<file path="src/rtl/fetch_redirect_ctrl_pkg.sv">
// ---------------------------------------------------------------------------
// fetch_redirect_ctrl_pkg
// Shared types and constants for the fetch-redirect controller:
//   - redir_state_e : controller FSM states (IDLE / HOLD / FLUSH)
//   - REDIR_SRC_*   : 2-bit encoding reported on redir_src_o
//   - EPOCH_W_DEF   : default width of the fetch epoch counter
// ---------------------------------------------------------------------------
package fetch_redirect_ctrl_pkg;

  typedef enum logic [1:0] {
    ST_IDLE  = 2'd0,
    ST_HOLD  = 2'd1,
    ST_FLUSH = 2'd2
  } redir_state_e;

  localparam logic [1:0] REDIR_SRC_NONE = 2'd0;
  localparam logic [1:0] REDIR_SRC_BE   = 2'd1;
  localparam logic [1:0] REDIR_SRC_ID   = 2'd2;
  localparam logic [1:0] REDIR_SRC_BP   = 2'd3;

  localparam int EPOCH_W_DEF = 2;

endpackage

</file>
<file path="src/rtl/fetch_redirect_ctrl_redirect_pick.sv">
// ---------------------------------------------------------------------------
// redirect_pick
// Combinational fixed-priority selector over the three redirect sources
// (backend > decode > predictor).
// Ports:
//   be_vld_i / be_tgt_i  backend flush request and target
//   id_vld_i / id_tgt_i  decode correction request and target
//   bp_vld_i / bp_tgt_i  predictor taken (already qualified by caller)
//   vld_o                some source is requesting
//   tgt_o                target of the winning source (0 when none)
//   src_o                REDIR_SRC_* code of the winner (NONE when none)
// ---------------------------------------------------------------------------
module redirect_pick
  import fetch_redirect_ctrl_pkg::*;
(
  input  logic        be_vld_i,
  input  logic [31:0] be_tgt_i,
  input  logic        id_vld_i,
  input  logic [31:0] id_tgt_i,
  input  logic        bp_vld_i,
  input  logic [31:0] bp_tgt_i,
  output logic        vld_o,
  output logic [31:0] tgt_o,
  output logic [1:0]  src_o
);

  always_comb begin
    vld_o = 1'b0;
    tgt_o = '0;
    src_o = REDIR_SRC_NONE;
    if (be_vld_i) begin
      vld_o = 1'b1;
      tgt_o = be_tgt_i;
      src_o = REDIR_SRC_BE;
    end else if (id_vld_i) begin
      vld_o = 1'b1;
      tgt_o = id_tgt_i;
      src_o = REDIR_SRC_ID;
    end else if (bp_vld_i) begin
      vld_o = 1'b1;
      tgt_o = bp_tgt_i;
      src_o = REDIR_SRC_BP;
    end
  end

endmodule

</file>
<file path="src/rtl/fetch_redirect_ctrl.sv">
// ---------------------------------------------------------------------------
// fetch_redirect_ctrl
// Arbitrates backend flush, decode correction and predictor-taken redirects
// and sequences them into the PC register. Flushes are registered and pulse
// pc_flush_o one cycle later; predictions pass through combinationally when
// the PC can advance, otherwise they are held (HOLD) until it can.
// A fetch epoch advances with every flush pulse so downstream stages can
// discard responses that were in flight across it.
//
// Build option: define FETCH_EPOCH_EN to include the epoch counter; when it
// is undefined fetch_epoch_o is tied to 0.
//
// Ports:
//   clk, rst                 clock, asynchronous active-high reset
//   be_flush_i/be_target_i   backend redirect
//   id_redir_i/id_target_i   decode-stage correction
//   bp_taken_i/bp_target_i   branch predictor taken
//   ic_ready_i               ICache accepts a fetch this cycle
//   pause_i                  backend fetch pause
//   pc_flush_o/pc_new_o      registered forced PC update and its target
//   pc_pred_taken_o/_addr_o  prediction redirect to the PC
//   pc_stall_o               = !ic_ready_i
//   fetch_epoch_o            current fetch epoch
//   redir_busy_o             prediction pending (HOLD)
//   redir_src_o              source of the redirect driven this cycle
// ---------------------------------------------------------------------------
module fetch_redirect_ctrl
  import fetch_redirect_ctrl_pkg::*;
#(
  parameter int EPOCH_W = EPOCH_W_DEF
) (
  input  logic               clk,
  input  logic               rst,
  input  logic               be_flush_i,
  input  logic [31:0]        be_target_i,
  input  logic               id_redir_i,
  input  logic [31:0]        id_target_i,
  input  logic               bp_taken_i,
  input  logic [31:0]        bp_target_i,
  input  logic               ic_ready_i,
  input  logic               pause_i,
  output logic               pc_flush_o,
  output logic [31:0]        pc_new_o,
  output logic               pc_pred_taken_o,
  output logic [31:0]        pc_pred_addr_o,
  output logic               pc_stall_o,
  output logic [EPOCH_W-1:0] fetch_epoch_o,
  output logic               redir_busy_o,
  output logic [1:0]         redir_src_o
);

  redir_state_e state_q, state_d;
  logic [31:0]  new_tgt_q, new_tgt_d;
  logic [1:0]   flush_src_q, flush_src_d;
  logic [31:0]  hold_tgt_q, hold_tgt_d;

  logic        pick_vld;
  logic [31:0] pick_tgt;
  logic [1:0]  pick_src;
  logic        bp_qual;
  logic        flush_req;
  logic        advance;
  logic        pred_taken;

  // New predictions are only considered in IDLE: HOLD ignores them and
  // FLUSH (pc_flush_o high) suppresses them.
  assign bp_qual = bp_taken_i && (state_q == ST_IDLE);

  redirect_pick u_pick (
    .be_vld_i (be_flush_i),
    .be_tgt_i (be_target_i),
    .id_vld_i (id_redir_i),
    .id_tgt_i (id_target_i),
    .bp_vld_i (bp_qual),
    .bp_tgt_i (bp_target_i),
    .vld_o    (pick_vld),
    .tgt_o    (pick_tgt),
    .src_o    (pick_src)
  );

  assign flush_req = pick_vld && (pick_src != REDIR_SRC_BP);
  assign advance   = ic_ready_i && !pause_i;

  // A same-cycle flush request always beats a prediction, including a held one.
  always_comb begin
    pred_taken = 1'b0;
    if (!flush_req && advance) begin
      if (state_q == ST_HOLD)
        pred_taken = 1'b1;
      else if (state_q == ST_IDLE && pick_src == REDIR_SRC_BP)
        pred_taken = 1'b1;
    end
  end

  always_comb begin
    state_d     = state_q;
    new_tgt_d   = new_tgt_q;
    flush_src_d = flush_src_q;
    hold_tgt_d  = hold_tgt_q;
    case (state_q)
      ST_IDLE: begin
        if (flush_req)
          state_d = ST_FLUSH;
        else if (pick_src == REDIR_SRC_BP && !advance) begin
          state_d    = ST_HOLD;
          hold_tgt_d = pick_tgt;
        end
      end
      ST_HOLD: begin
        if (flush_req)
          state_d = ST_FLUSH;
        else if (advance)
          state_d = ST_IDLE;
      end
      ST_FLUSH: begin
        state_d = flush_req ? ST_FLUSH : ST_IDLE;
      end
      default: state_d = ST_IDLE;
    endcase
    if (flush_req) begin
      new_tgt_d   = pick_tgt;
      flush_src_d = pick_src;
    end
  end

  always_ff @(posedge clk or posedge rst) begin
    if (rst) begin
      state_q     <= ST_IDLE;
      new_tgt_q   <= '0;
      flush_src_q <= REDIR_SRC_NONE;
      hold_tgt_q  <= '0;
    end else begin
      state_q     <= state_d;
      new_tgt_q   <= new_tgt_d;
      flush_src_q <= flush_src_d;
      hold_tgt_q  <= hold_tgt_d;
    end
  end

`ifdef FETCH_EPOCH_EN
  logic [EPOCH_W-1:0] epoch_q, epoch_d;

  // Advances in the capture cycle so the new epoch appears with the pulse.
  assign epoch_d = flush_req ? epoch_q + EPOCH_W'(1) : epoch_q;

  always_ff @(posedge clk or posedge rst) begin
    if (rst) epoch_q <= '0;
    else     epoch_q <= epoch_d;
  end

  assign fetch_epoch_o = epoch_q;
`else
  assign fetch_epoch_o = '0;
`endif

  assign pc_flush_o      = (state_q == ST_FLUSH);
  assign pc_new_o        = new_tgt_q;
  assign pc_pred_taken_o = pred_taken;
  assign pc_pred_addr_o  = !pred_taken ? 32'h0 :
                           (state_q == ST_HOLD) ? hold_tgt_q : pick_tgt;
  assign pc_stall_o      = !ic_ready_i;
  assign redir_busy_o    = (state_q == ST_HOLD);
  assign redir_src_o     = pc_flush_o ? flush_src_q :
                           pred_taken ? REDIR_SRC_BP : REDIR_SRC_NONE;

endmodule

</file>
<file path="config.mk">
export PLATFORM = sky130hd
export DESIGN_NAME = fetch_redirect_ctrl
export DESIGN_NICKNAME = d
export VERILOG_FILES = /design/src/rtl/fetch_redirect_ctrl_pkg.sv /design/src/rtl/fetch_redirect_ctrl_redirect_pick.sv /design/src/rtl/fetch_redirect_ctrl.sv
export SDC_FILE = /design/constraint.sdc
export NUM_CORES = 1
export LEC_CHECK = 0
export CORE_MARGIN = 2
export CORE_UTILIZATION = 43
export DETAILED_ROUTE_END_ITERATION = 12
export PLACE_DENSITY = 0.81
export SKIP_CTS_REPAIR_TIMING = 1
export SYNTH_ARGS = -nofsm -noshare
export SYNTH_HDL_FRONTEND = slang
export SYNTH_SLANG_ARGS = --single-unit
</file>
<file path="constraint.sdc">
create_clock -name clk -period 3.2 [get_ports clk]
set_clock_uncertainty 0.2 [all_clocks]
set_input_delay 0.64 -clock clk [delete_from_list [all_inputs] [get_ports clk]]
set_output_delay 0.64 -clock clk [all_outputs]
set_load 0.05 [all_outputs]
</file>
# Yosys cells after proc, flatten, opt, wreduce, memory -nomap -nowiden
# Cells that the tools add are included.
dict set report word_totals {
  input_bits 103
  word_cells 46
  regBits 68
}
dict set report op_classes {
  n_mux 22
  n_reduce_logical 13
  n_eq_ne 6
  bitwise_logic 1
}
# operator count
set ops {}
lappend ops {{32-bit 2-to-1 mux} 5}
lappend ops {{2-bit 2-to-1 mux} 10}
lappend ops {{1-bit logical AND} 6}
lappend ops {{1-bit 2-to-1 mux} 6}
lappend ops {{2-bit case mux with 3 select lines} 1}
lappend ops {{2-bit == test (second input constant)} 2}
lappend ops {{1-bit zero test} 4}
lappend ops {{3-bit by 1-bit inequality test with 1-bit output (second input constant)} 1}
lappend ops {{3-bit by 2-bit inequality test with 1-bit output (second input constant)} 1}
lappend ops {{3-bit AND reduction} 1}
lappend ops {{2-bit by 1-bit == test with 1-bit output (second input constant)} 1}
lappend ops {{2-bit zero test} 1}
lappend ops {{2-bit inequality test (second input constant)} 1}
lappend ops {{2-bit AND reduction} 1}
lappend ops {{1-bit inverter} 1}

# Depth between registers and ports, before layout
# Gate-level depths: netlist of the first run.
dict set report depth {
  word_depth 12
  mapped_depth 8
  mapped_depth_nobuf 5
}

# By module
# Synthesis of the first run repeated with hierarchy kept, for this count alone.
dict set report hier_totals {
  cells_unflattened 470
  hier_area_um2 4424.2
}
# mod n_inst area_per_inst_um2 cells_per_inst
set by_module_without_submodules {}
lappend by_module_without_submodules {fetch_redirect_ctrl 1 3236.9 319}
lappend by_module_without_submodules {redirect_pick 1 1187.4 151}

# Least setup slack after synthesis of the first run
# No wires, ideal clock.
dict set report synth_path {
  path_type {register -> output}
  start {register state_q[1]}
  end {output port pc_pred_addr_o[10]}
  t_arrival_ns 2.898
  path_stages_with_launch 8
  required_time_ns 2.360
  slack_ns -0.538
  path_buffers 2
  path_cell_list {dfrtp_1 > inv_1 > ha_1 > clkbuf_1 > a21o_1 > nand3_1 > clkbuf_1 > a311oi_1}
}
dict set report synth_via {
  elab_cells_between_ends 23
  classes_between {3 x eq/ne; 14 x mux; 6 x reduce/logical}
}
# element line_no
set synth_rtl {}
lappend synth_rtl {{from (decl)} fetch_redirect_ctrl.sv:52} ;# redir_state_e state_q, state_d;
lappend synth_rtl {{from (signal assigned)} fetch_redirect_ctrl.sv:133} ;# state_q <= state_d;
lappend synth_rtl {{2-bit by 1-bit == test with 1-bit output (*)} --}
lappend synth_rtl {{via redir_busy_o} fetch_redirect_ctrl.sv:48} ;# output logic redir_busy_o,
lappend synth_rtl {{1-bit 2-to-1 mux} fetch_redirect_ctrl.sv:88} ;# if (state_q == ST_HOLD)
lappend synth_rtl {{1-bit 2-to-1 mux} fetch_redirect_ctrl.sv:87} ;# if (!flush_req && advance) begin
lappend synth_rtl {{32-bit 2-to-1 mux (*)} fetch_redirect_ctrl.sv:159} ;# assign pc_pred_addr_o = !pred_taken ? 32'h0 :
lappend synth_rtl {{to (decl)} fetch_redirect_ctrl.sv:45} ;# output logic [31:0] pc_pred_addr_o,
# The timed path passes the listed nets; every way through them passes the cells marked *.

# Worst setup path after layout of the first run
dict set report layout_path {
  start {input port bp_taken_i}
  end {output port pc_pred_addr_o[14]}
}
dict set report layout_via {
  elab_chain_len 10
  elab_cells_between_ends 21
  classes_between {2 x eq/ne; 14 x mux; 5 x reduce/logical}
}
# element line_no
set layout_lines {}
lappend layout_lines {{from (decl)} fetch_redirect_ctrl.sv:38} ;# input logic bp_taken_i,
lappend layout_lines {{1-bit logical AND (*)} fetch_redirect_ctrl.sv:67} ;# assign bp_qual = bp_taken_i && (state_q == ST_IDLE);
lappend layout_lines {{2-bit 2-to-1 mux} fetch_redirect_ctrl_redirect_pick.sv:39} ;# end else if (bp_vld_i) begin
lappend layout_lines {{2-bit 2-to-1 mux} fetch_redirect_ctrl_redirect_pick.sv:35} ;# end else if (id_vld_i) begin
lappend layout_lines {{2-bit 2-to-1 mux} fetch_redirect_ctrl_redirect_pick.sv:31} ;# if (be_vld_i) begin
lappend layout_lines {{2-bit == test / 2-bit inequality test (equally long branches)} {fetch_redirect_ctrl.sv:90, fetch_redirect_ctrl.sv:81}}
lappend layout_lines {{1-bit logical AND (on tied branches)} {fetch_redirect_ctrl.sv:90, fetch_redirect_ctrl.sv:81}}
lappend layout_lines {{1-bit 2-to-1 mux / 1-bit zero test (equally long branches)} {fetch_redirect_ctrl.sv:90, fetch_redirect_ctrl.sv:87}}
lappend layout_lines {{1-bit 2-to-1 mux / 1-bit logical AND (equally long branches)} {fetch_redirect_ctrl.sv:88, fetch_redirect_ctrl.sv:87}}
lappend layout_lines {{1-bit 2-to-1 mux} fetch_redirect_ctrl.sv:87}
lappend layout_lines {{32-bit 2-to-1 mux (*)} fetch_redirect_ctrl.sv:159}
# Every way passes the cells marked *; elsewhere a longest branch is shown, timed or not.

==> results.ini, run 1 <==
[setup_path]
worst_setup_path_start_kind = input port
critPathSlowestCell = clkdlybuf4s50_1
cp_max_fo = 12
cp_top_family = buffers and inverters
end_kind = output port
crit_start = bp_taken_i
r2r-end = hold_tgt_q[5]
reg2reg_from = state_q[0]
critical_path.cell_chain = clkdlybuf4s50_1 -> and3b_1 -> buf_4 -> nand2_1 -> a311oi_4 -> buf_12
cp.required_ns = 2.36
crit_cells = 6
cp.arrival_ns = 2.27
reg2reg_slack_ns = 0.95
critPathMaxStageDelay_ns = 0.56
critPathBufInv = 3
critPathKind = input port to output port
reg2reg_depth = 6

[cells_and_area]
syn2layout_area_growth_pct = 73.8
finalInstanceArea_sq_mm = 0.00685
fin_cells = 724
nets = 719
diodes = 0
drive_above_1_share_pct = 19.5

[pwr]
total_power_mw = 2.62
p_per_area_mw_per_mm2 = 382
p_leak_nw = 2.61
irDropWorstVdd_uv = 229

[cts]
clkLatencyLatePin_ns = 0.33
cts_made_buffers = 9
cts_sinks = 68
cts-root-buf = clkbuf_8
clk_pin_slew_ns = 0.07
cts_tree = built
clockBufferDepth = 2
h-tree-depth = 3

[placed_design]
dp_hpwl_mm = 9.87
place_area_sq_mm = 0.00666
globalplace.congestion = 0.857
post-place-cells = 706
io_buffers = 172

[grt]
grtUsageTotal_pct = 28.2
first_global_vias = 4419
grt_max_degree = 69
grt_first_pass_wirelength_mm = 22.3
antenna_found_initial = 0
overflow = 0

[hold_path]
hold_class = flop to flop
min_from = flush_src_q[0]
whs_endpoint = flush_src_q[0]
holdPathStages = 1

[drt]
routedWlPerCell_um = 18.9
drc = 0
vias_per_cell = 5.77
drt_first_pass_iters = 4
via_count = 4177
first_iter_violations = 142
wl_mm = 13.7
ant_nets = 0

[sta]
hold_ws_ns = 0.291
setup_violations = 0
timing.final.crit_share_pct = 97.2
fmax_ghz = 0.322
tightest_slew_ns = 0.641
slew_viol_final = 0
slew_headroom_pct = 57.1
rsz0062_at_grt = false
hold_viol = 0
period_minus_slack_ns = 3.11
fin_setup_tns_ns = 0

[die]
die-width_um = 99.7
io_pins = 175
die_area_sq_mm = 0.00994
die_h_um = 99.7
initial_utilization_pct = 44.7
rows = 34
core_sq_mm = 0.00881

[status]
status = finished clean

[synthesis]
yosysWarnings = 0
synth_area_per_cell_sq_um = 8.91
ys_types = 32
synth_edf_count = 0
synth_seq_cells = 68
synth_area_sq_mm = 0.00394
synth_area_leaders = dfrtp_1, mux2i_1, a311oi_1
ys_seq_area_share_pct = 43.2
synth-main-ff-cell = dfrtp_1
synth_top_area_share_pct = 43.2
async_flop_share_pct = 100
synth_cells = 442
yosysTopAreaCell = dfrtp_1

[run]
drv_cap = 0

==> how the worst max path moves through the flow <==
stage	to	slack [ns]
2_1_floorplan	pc_pred_addr_o[0]	-0.25
3_3_place_gp	pc_pred_addr_o[27]	0.11
3_5_place_dp	pc_pred_addr_o[27]	0.06
4_1_cts	pc_pred_addr_o[2]	-0.04
5_1_grt	pc_pred_addr_o[24]	0.01
6_report	pc_pred_addr_o[14]	0.09
==> synth_stat cells (all sizes together), types with 2 or more instances <==
master and number:
nand2b 27, nand3b 6, a311oi 33, a21boi 26, ha 4, nor2 5, dfrtp 68, inv 7
a21o 2, nand3 5, buf 20, clkbuf 21, o21ai 70, nand2 70, nor2b 6, a21oi 32
mux2i 32
==> final cells by class <==
| class | instances | area, sq um |
|---|---|---|
| Clock buffer | 10 | 128 |
| Clock inverter | 5 | 30.0 |
| Fill cell | 596 | 1960 |
| Inverter | 7 | 26.3 |
| Multi-Input combinational cell | 327 | 2520 |
| Sequential cell | 68 | 1700 |
| Tap cell | 108 | 135 |
| Timing Repair Buffer | 199 | 2300 |
==> report_power, final <==
part           total (mW)  leakage, nW  internal, mW  switching [mW]
Combinational       0.967         1.68         0.392           0.576
Sequential           1.04        0.855         0.976          0.0662
Clock               0.606       0.0779         0.273           0.333
==> worst register-to-register path, delay by kind of cell (launching register included) <==
family                   cells  cell delay [ns]
flip-flops                   1             0.44
AO/OA/AOI/OAI                1             0.29
adder cells (fa/ha/maj)      1             0.25
AND/OR/NAND/NOR              2             0.71
buffers and inverters        2             0.27
==> sequential cells by signal (all words and copies together) (netlist names) <==
name and cells:
hold_tgt_q 32, pc_new_o 32, flush_src_q 2, state_q 2
==> logic make-up (layout without fill, tap and decap cells) <==
logic type / count (synthesis) / in the layout / share of synthesized area (%)
AOI/OAI and AO/OA: 164 / 164 / 25.9
adders and majority gates: 4 / 4 / 1.27
buffers and inverters: 48 / 221 / 5.75
DFF: 68 / 68 / 43.2
muxes: 32 / 32 / 8.13
other: 1 / 2 / 0.0952
and+or+nand+nor: 125 / 125 / 15.7
==> stage by stage <==
| step | setup slack [ns] | utilization, % |
|---|---|---|
| after floorplan | -0.249 | - |
| final | 0.0910 | 77.7 |
| after CTS | -0.0445 | 77.4 |
| after global routing | 0.0105 | 77.7 |
| after global placement | 0.106 | 75.6 |
| after detailed placement | 0.0626 | 75.6 |
==> metal layers <==
layer	vias to the layer above	global-route usage (%)	routed length, um
li1	1923	-	-
met1	2068	33.7	5390
met2	155	49.7	7160
met3	31	5.69	779
met4	0	11.2	384
met5	-	0	0
==> layout by cell type (no fill, tap or decap), types with 2 or more instances in the layout <==
cell type,instances
a21boi_0,26
a21o_1,2
a21oi_1,32
a311oi_1,4
a311oi_2,3
a311oi_4,26
buf_12,38
buf_2,2
buf_4,24
buf_6,2
clkbuf_8,9
clkdlybuf4s50_1,133
clkinv_2,3
clkinvlp_4,2
conb_1,2
dfrtp_1,68
ha_1,2
ha_2,2
inv_1,5
inv_2,2
mux2i_1,32
nand2_1,69
nand2b_1,27
nand3_1,4
nand3b_1,6
nor2_1,3
nor2b_1,6
o21ai_0,39
o21ai_1,29
o21ai_2,2
Note: power is estimated with default switching activity, not from simulation.
==> inputs of run 2 (changes only) <==
--- a/config.mk
+++ b/config.mk
@@ -7,6 +7,7 @@
 export LEC_CHECK = 0
 export CORE_MARGIN = 2
 export CORE_UTILIZATION = 43
+export CTS_CLUSTER_SIZE = 28
 export DETAILED_ROUTE_END_ITERATION = 12
 export PLACE_DENSITY = 0.81
 export SKIP_CTS_REPAIR_TIMING = 1
==> constraint.sdc (replaced) <==
create_clock -name clk -period 2.95 [get_ports clk]
set_clock_uncertainty 0.2 [all_clocks]
set_input_delay 0.59 -clock clk [delete_from_list [all_inputs] [get_ports clk]]
set_output_delay 0.59 -clock clk [all_outputs]
set_load 0.05 [all_outputs]
==> results.ini, run 2 (synthesized netlist as in run 1, its figures left out) <==
[die]
rows = 34
initial_utilization_pct = 44.7
io_pins = 175
die_area_sq_mm = 0.00994
core_sq_mm = 0.00881
die-width_um = 99.7
die_h_um = 99.7

[sta]
slew_viol_final = 0
rsz0062_at_grt = true
tightest_slew_ns = 0.660
fin_ws_ns = 0.0125
slew_headroom_pct = 55.9
fmax_ghz = 0.340
timing.final.crit_share_pct = 99.6
period_minus_slack_ns = 2.94
hold_viol = 0
setup_violations = 0
hold_ws_ns = 0.304
fin_setup_tns_ns = 0

[pwr]
total_power_mw = 3.09
irDropWorstVdd_uv = 297
p_leak_nw = 2.83
p_per_area_mw_per_mm2 = 424

[setup_path]
critPathMaxStageDelay_ns = 0.41
end_kind = output port
cp.required_ns = 2.16
critPathKind = flop to output port
worst_setup_path_start_kind = flop
critPathSlowestCell = dfrtp_1
cp_max_fo = 6
critical_path.cell_chain = inv_2 -> ha_4 -> buf_12 -> a21o_1 -> nand3_4 -> buf_4 -> a311oi_4 -> buf_12
cp.arrival_ns = 2.15
crit_path_frequent_cell = buf_12

[drt]
wl_mm = 15.0
highest_layer = met4
wl_met1_mm = 5.89
via_count = 4334
first_iter_violations = 214
drt_first_pass_iters = 5
drc = 0
ant_nets = 0
dr_wl_met3_mm = 1.07
vias_per_cell = 5.79
routedWlPerCell_um = 20.0
wl_met2_mm = 7.79

[cells_and_area]
syn2layout_area_growth_pct = 85.1
fillerInstances = 520
diodes = 0
layout_common_cells = clkdlybuf4s50_1, nand2_1, dfrtp_1
fin_cells = 749
fin_util_pct = 82.8
finalInstanceArea_sq_mm = 0.00729
drive_above_1_share_pct = 23.6
layout_commonest_cell = clkdlybuf4s50_1
nets = 743

[cts]
cts_made_buffers = 9
clk_pin_slew_ns = 0.07
clkLatencyLatePin_ns = 0.34
cts_sinks = 68
cts_tree = built
h-tree-depth = 3
cts-root-buf = clkbuf_8
clockBufferDepth = 2

[placed_design]
globalplace.congestion = 0.828
place_area_sq_mm = 0.00679
dp_hpwl_mm = 10.2
post-place-cells = 719
pre_cts_ws_ns = -0.0181
io_buffers = 172

[grt]
overflow = 0
first_global_vias = 4595
grtUsageTotal_pct = 29.5
grt_first_pass_wirelength_mm = 23.0
antenna_found_initial = 0
grt_max_degree = 38

[run]
drv_cap = 0

[status]
status = finished clean

[hold_path]
hold_class = flop to flop

run 2: cell count changes in the layout (fill, tap and decap cells not counted), sizes merged:
cell,delta
buf,+22
clkbuf,+7
clkdlybuf4s50,-3
clkinv,-3
dlymetal6s2s,+3
clkinvlp,-2
bufinv,+1
run 2: path summary, 6_finish.rpt:
kind	startpoint	endpoint	slack, ns	depth (start not counted)
worst max register to register	state_q[1]	hold_tgt_q[13]	0.91	6
worst max-delay path	state_q[1]	pc_pred_addr_o[1]	0.01	8
worst min register to register	flush_src_q[0]	flush_src_q[0]	0.30	1
worst min-delay path	flush_src_q[0]	flush_src_q[0]	0.30	1
max in group asynchronous	rst	hold_tgt_q[10]	1.39	3
min in group asynchronous	rst	hold_tgt_q[17]	0.39	2
run 2: layout make-up:
class | count | area (sq um) | area share, %
clock buffers | 15 | 166 | 2.28
clock inverters | 1 | 30.0 | 0.412
inverters | 7 | 26.3 | 0.360
multi-input cells | 327 | 2650 | 36.4
flip-flops and latches | 68 | 1700 | 23.4
well taps | 108 | 135 | 1.85
repair buffers | 223 | 2580 | 35.4
run 2: metal layers:
layer / vias to the layer above / track usage, %
met2: 173 / 51.5
met4: 0 / 10.3
met3: 21 / 7.03
met5: - / 0
met1: 2159 / 35.6
li1: 1981 / -
run 2: critical path: cells and delay by family, from the launching register on:
kind / cells / cell delay, ns
buffers and inverters: 4 / 0.64
DFF: 1 / 0.41
AOI/OAI and AO/OA: 2 / 0.40
and+or+nand+nor: 1 / 0.18
adders and majority gates: 1 / 0.16
run 2: where the power goes:
part / switching [mW] / internal [mW]
Combinational: 0.683 / 0.485
Clock: 0.351 / 0.439
Sequential: 0.0744 / 1.06
